File: config.mk
export PLATFORM = sky130hd
export DESIGN_NAME = alu_exec_seq
export DESIGN_NICKNAME = d
export VERILOG_FILES = /design/src/rtl/alu_exec_seq.sv
export SDC_FILE = /design/constraint.sdc
export NUM_CORES = 1
export LEC_CHECK = 0
export CORE_MARGIN = 5
export CORE_UTILIZATION = 28
export DETAILED_ROUTE_END_ITERATION = 8
export GPL_TIMING_DRIVEN = 0
export SYNTH_ARGS = -nofsm -noshare
export SYNTH_HDL_FRONTEND = slang
export SYNTH_SLANG_ARGS = --single-unit
File: constraint.sdc
create_clock -name clk -period 2.8 [get_ports clk]
set_clock_uncertainty 0.05 [all_clocks]
set_input_delay 0.56 -clock clk [delete_from_list [all_inputs] [get_ports clk]]
set_output_delay 0.56 -clock clk [all_outputs]
set_load 0.01 [all_outputs]
File: src/rtl/alu_exec_seq.sv
// Execute-stage sequencer for the 8-bit ALU: accepts one instruction per handshake,
// drives the ALU from a 4-entry register file and writes the result and flags back.
module alu_exec_seq #(
  parameter int DATA_W   = 8,
  parameter int NUM_REGS = 4,
  parameter int ADDR_W   = 2
) (
  input  logic              clk,
  input  logic              rst_n,
  input  logic              instr_valid,
  output logic              instr_ready,
  input  logic              instr_load,
  input  logic [2:0]        instr_op,
  input  logic [ADDR_W-1:0] instr_rd,
  input  logic [ADDR_W-1:0] instr_rs,
  input  logic [DATA_W-1:0] instr_imm,
  output logic [DATA_W-1:0] alu_a,
  output logic [DATA_W-1:0] alu_b,
  output logic [2:0]        alu_op,
  output logic              alu_rst,
  input  logic [DATA_W-1:0] alu_res,
  input  logic              alu_c_out,
  input  logic              alu_zero,
  input  logic              alu_ovf,
  output logic              done,
  output logic              flag_c,
  output logic              flag_z,
  output logic              flag_v,
  input  logic [ADDR_W-1:0] dbg_sel,
  output logic [DATA_W-1:0] dbg_data
);

  typedef enum logic [1:0] {S_IDLE, S_EXEC, S_WB} state_t;

  state_t state_q, state_d;

  logic [DATA_W-1:0] regs [NUM_REGS];
  logic              load_q;
  logic [ADDR_W-1:0] rd_q;
  logic [DATA_W-1:0] imm_q;
  logic [DATA_W-1:0] alu_a_q, alu_b_q;
  logic [2:0]        alu_op_q;
  logic              accept;

  assign instr_ready = (state_q == S_IDLE) && rst_n;
  assign accept      = instr_valid && instr_ready;
  assign done        = (state_q == S_WB);
  assign alu_rst     = (state_q != S_EXEC);
  assign alu_a       = alu_a_q;
  assign alu_b       = alu_b_q;
  assign alu_op      = alu_op_q;
  assign dbg_data    = regs[dbg_sel];

  always_comb begin
    // NOTE: default assigned first so every path drives state_d and no latch is inferred.
    state_d = state_q;
    unique case (state_q)
      S_IDLE:  if (accept) state_d = S_EXEC;
      S_EXEC:  state_d = S_WB;
      S_WB:    state_d = S_IDLE;
      default: state_d = S_IDLE;
    endcase
  end

  // Operands are captured at accept; no write can land on that edge, so they
  // equal regs[rd]/regs[rs] throughout EXEC and hold their values afterwards.
  always_ff @(posedge clk) begin
    // NOTE: sequential state uses non-blocking assignments so every register samples pre-edge values.
    if (!rst_n) begin
      state_q  <= S_IDLE;
      load_q   <= 1'b0;
      rd_q     <= '0;
      imm_q    <= '0;
      alu_a_q  <= '0;
      alu_b_q  <= '0;
      alu_op_q <= '0;
    end else begin
      state_q <= state_d;
      if (accept) begin
        load_q   <= instr_load;
        rd_q     <= instr_rd;
        imm_q    <= instr_imm;
        alu_a_q  <= regs[instr_rd];
        alu_b_q  <= regs[instr_rs];
        alu_op_q <= instr_op;
      end
    end
  end

  // Architectural state: register file and status flags, written only at EXEC->WB.
  always_ff @(posedge clk) begin
    if (!rst_n) begin
      // NOTE: the register file is architecturally visible and must read zero after reset,
      // so it is built from resettable flops rather than an unreset RAM.
      for (int i = 0; i < NUM_REGS; i++) regs[i] <= '0;
      flag_c <= 1'b0;
      flag_z <= 1'b0;
      flag_v <= 1'b0;
    end else if (state_q == S_EXEC) begin
      if (load_q) begin
        regs[rd_q] <= imm_q;
      end else begin
        regs[rd_q] <= alu_res;
        flag_c     <= alu_c_out;
        flag_z     <= alu_zero;
        flag_v     <= alu_ovf;
      end
    end
  end

endmodule

== After elaboration in Yosys (flattened, before gate mapping) ==
Memories as Yosys holds them, arrays and structs flattened. A register that Yosys moved wholly into a read port is not among the register bits.
Index checks and enable logic that the tools add are counted.

* Equal/unequal tests: 4
* Muxes and demuxes: 15
* Bitwise logic cells: 2
* Reductions and logical operators: 7

{| class="wikitable"
|+ Operator list
! kind !! count
|-
| $mux W8 || 2
|-
| $mux W1 || 10
|-
| $reduce_or A8 Y1 || 1
|-
| $mux W2 || 2
|-
| $pmux W2 S2 || 1
|-
| $eq A2 B1 Y1 const B || 1
|-
| $eq A2 B2 Y1 const B || 1
|-
| $logic_and A1 B1 Y1 || 2
|-
| $logic_not A1 Y1 || 2
|-
| $logic_not A2 Y1 || 1
|-
| $ne A2 B1 Y1 const B || 1
|-
| $ne A2 B2 Y1 const B || 1
|-
| $reduce_and A2 Y1 || 1
|-
| $not A1 Y1 || 1
|-
| $or A1 B1 Y1 || 1
|}

* Register bits: 19
* Memory bits (writable): 32
* Bits of input ports: 32
* Output and inout bits: 33
* Word-level logic and storage cells: 37
* Memories: 1

{| class="wikitable"
|+ Memories
! memory !! depth !! width !! read ports !! clocked after Yosys merged registers in !! wr ports !! line !! RTL
|-
| regs || 4 || 8 || 3 || 2 || 4 || 37 || <nowiki>logic [DATA_W-1:0] regs [NUM_REGS];</nowiki>
|}

== Depth between registers and ports, before layout ==
Gate-level depths: netlist of run 1.

* Depth after elaboration: 7
* Mapped depth: 6
* Depth with buffers taken out: 4

== Worst setup path after synthesis of run 1 ==
Ideal clock, no wire load.

* Kind: in2out
* From: in dbg_sel[0]
* To: out dbg_data[0]
* Arrival time: 1.348 ns
* Data required time: 2.190 ns
* Path slack: 0.842 ns
* Stages: 2
* Path buffers: 1
* Path through: buf_2 > mux4_2

* Cells in the longest elaborated chain, start to end: 1

{| class="wikitable"
|+ RTL lines
! what !! line !! RTL
|-
| start, declared || 29 || <nowiki>input logic [ADDR_W-1:0] dbg_sel,</nowiki>
|-
| $mem_v2 Z4 W8 || n/a ||
|-
| end, declared || 30 || <nowiki>output logic [DATA_W-1:0] dbg_data</nowiki>
|}

Every way passes these cells.

== Final worst setup path of run 1 ==
* From: in rst_n
* To: out instr_ready

* Cells in the longest elaborated chain, start to end: 1

{| class="wikitable"
|+ RTL lines
! what !! line !! RTL
|-
| start, declared || 9 || <nowiki>input logic rst_n,</nowiki>
|-
| $logic_and A1 B1 Y1 || 45 || <nowiki>assign instr_ready = (state_q == S_IDLE) && rst_n;</nowiki>
|-
| end, declared || 11 || <nowiki>output logic instr_ready,</nowiki>
|}

Every way passes these cells.

==> out/qor.csv, run 1 <==
stage,metric,value,unit
status,status,finished clean,
detailed_routing,route.met3.wl,753,um
synth,ys_seq_area_frac,0.5379,
cts,cts.sinks,67,
cts,post_cts_buffers,0,
power_and_ir_drop,ir_worst_vdd,195.4,uV
timing,final_max_slew_viol_count,0,
setup_path,cp-start-kind,input port,
global_routing,first_global_vias,2210,
synth,synth_top_area_frac,0.3111,
synth,netlist_area,0.003089,mm2
global_routing,track_usage,0.1155,
cts,root_buffer,clkbuf_8,
timing,slew_headroom,0.5825,
floorplanning,core,0.01084,mm2
synth,ys_warn_count,0,
timing,rsz0062_at_grt,false,
synth,synth_commonest_cells,"66 x nand2_1, 35 x dfxtp_1, 32 x edfxtp_1, 24 x mux4_2, 24 x nor2_1",
synth,syn_nets,297,
timing,finalWorstSetupSlack,0.2872,ns
synth,syn_area_per_cell,11.66,um2
layout,design_area,0.004008,mm2
layout,diodes,0,
job,maxCapViolCount,0,
setup_path,r2r_cells,3,
cts,clk_latency,0.35,ns
worst_hold_path,hold_path_class,reg -> reg,
timing,tns,0,ns
timing,setup_viol,0,
setup_path,cp.arrival,1.90,ns
synth,synth-async-reset-ratio,0,
timing,timing.fmax,398.0,MHz
detailed_routing,met1_length,3.138,mm
placement,place_area,0.003835,mm2
cts,htreeDepth,3,
setup_path,end_kind,primary output,
setup_path,reg2reg_from,state_q[0],
placement,place_ws,0.2817,ns
synth,synth_area_leaders,"edfxtp_1 31%, dfxtp_1 23%, mux4_2 17%",
setup_path,crit_chain,"buf_4, clkbuf_1, nor3b_1, clkdlybuf4s50_1",
setup_path,r2r_slack,0.80,ns
synth,syn_inst,265,
floorplanning,io_pins,65,
setup_path,cp.required,2.19,ns
synth,yosys.area.top_type,edfxtp_1,
detailed_routing,drc,0,
detailed_routing,route.met2.wl,3.430,mm
power_and_ir_drop,cellPowerDensity,529.5,mW/mm2
detailed_routing,via_per_inst,4.592,
global_routing,grt.overflow.total,0,
floorplanning,fp.dieArea,0.01323,mm2
detailed_routing,initialDrtViolationCount,146,
detailed_routing,ant_nets,0,
detailed_routing,top_layer,met4,
synth,synth_cell_type_count,24,
synth,ys_ff_latch,67,
setup_path,crit_family,buffers and inverters,
worst_hold_path,worstHoldPathCells,2,
floorplanning,start_util,0.2850,
layout,fin_cells,478,
cts,cts-hold-fix-buffers,0,
cts,cts_tree,yes,
floorplanning,die_h,115.0,um
setup_path,cp_num_buf_inv,3,
synth,synth_most_common_cell,nand2_1,
cts,cts.clk_slew.worst_paths,0.07,ns
timing,worst_pin_slew,0.6263,ns
power_and_ir_drop,power.static_leakage,1.472,nW
detailed_routing,wl,7.357,mm
floorplanning,rows,38,
setup_path,timing.rr.end,regs[1][0],
placement,dp_cells,462,
layout,area.growth.synth_to_final,29.73,%
cts,ctsResizeCount,0,
cts,cts_buffers,9,
detailed_routing,first_pass_iters,4,
setup_path,critPathSlowestCell,clkdlybuf4s50_1,
setup_path,critical_path_depth,4,
synth,synth_ff_type,dfxtp_1,
floorplanning,die_w,115.0,um
setup_path,path_max_fanout,10,
placement,place_congestion,0.7203,
layout,fill_cells,1105,
layout,nets,365,
placement,dp.final_hpwl,5.669,mm
layout,layout-drive-gt1-share,0.1746,
global_routing,antenna_found_initial,0,
setup_path,max_stage_delay,0.59,ns
timing,finalWorstPathRequiredPeriod,2.513,ns
setup_path,crit_end,instr_ready,
cts,ctsLongestPathBuffers,2,
timing,final_hold_viol_count,0,
global_routing,grt_max_degree,11,
detailed_routing,post_drt_wl_per_cell,15.39,um
placement,port_buffers,57,
global_routing,grt_pass1_wl,11.72,mm
setup_path,critPathKind,in -> out,
setup_path,cp-startpoint,rst_n,
synth,synth-edff-count,32,
detailed_routing,vias,2195,
timing,finalCritPeriodShare,0.8974,
report_power, final:
group | switching [mW] | leakage, nW | internal (mW)
clock | 0.338 | 0.0905 | 0.368
combinational | 0.140 | 0.763 | 0.168
sequential | 0.0313 | 0.618 | 1.08
total | 0.509 | 1.47 | 1.61
how the worst min path moves through the flow:
stage | end | start | slack [ns]
6_report | alu_a[5] | alu_a[5] | 0.41
3_5_place_dp | alu_a[6] | alu_a[6] | 0.40
4_1_cts | alu_a[6] | alu_a[6] | 0.41
3_3_place_gp | alu_b[4] | alu_b[4] | 0.39
2_1_floorplan | imm_q[0] | imm_q[0] | 0.39
5_1_grt | alu_a[5] | alu_a[5] | 0.43
cell families after synthesis:
logic type / Yosys count / synth area share
buffers and inverters: 23 / 0.03564
DFF: 67 / 0.5379
and+or+nand+nor: 126 / 0.1819
AOI/OAI and AO/OA: 14 / 0.03402
muxes: 35 / 0.2106
area by class of cell:
class	instances	area, um2	area share
buffer	20	98.84	0.02466
tap	140	175.2	0.04371
inverter	3	11.26	0.002810
clock inverter	2	10.01	0.002498
clock buffer	14	162.7	0.04059
sequential	67	1662	0.4146
multi-input combinational	175	1318	0.3288
timing repair buffer	57	570.5	0.1424
worst register-to-register path, stage by stage (launching register included):
cell      delay [ns]
dfxtp_1         0.42
nor2b_1         0.33
nand4b_1        0.40
nand2_1         0.46
registers in the layout (all words and copies together), names as in the netlist:
| signal | cells |
|---|---|
| imm_q | 8 |
| regs | 32 |
| alu_a | 8 |
| flag_v | 1 |
| rd_q | 2 |
| load_q | 1 |
| flag_z | 1 |
| alu_b | 8 |
| alu_op | 3 |
| state_q | 2 |
| flag_c | 1 |
cell usage in the layout (no fill, tap or decap), types with 10 or more instances in the layout:
| cell type | n |
|---|---|
| clkbuf_8 | 11 |
| dfxtp_1 | 35 |
| nand2_1 | 66 |
| mux4_2 | 24 |
| a21boi_0 | 12 |
| nor2_1 | 24 |
| mux2i_1 | 11 |
| nand3_1 | 17 |
| buf_2 | 10 |
| clkdlybuf4s50_1 | 57 |
| edfxtp_1 | 32 |
stage by stage:
step	power, mW	hold WS, ns	utilization
global route	2.215	0.4280	0.3697
global placement	1.437	0.3942	0.3538
CTS	2.146	0.4093	0.3697
floorplan	1.292	0.3931	-
detailed placement	1.442	0.3976	0.3538
finish	2.122	0.4075	0.3697
per-layer routing:
metal,up-vias,track usage
met5,-,0
met2,92,0.1798
met3,4,0.04474
met4,0,0.02347
li1,1073,-
met1,1026,0.1542
Note: power is estimated with default switching activity, not from simulation.
==> inputs of run 2 (changes only) <==
- CTS_CLUSTER_SIZE: unset -> 10
==> results of run 2 <==
Final layout, timing and power as in run 1 (identical DEF).
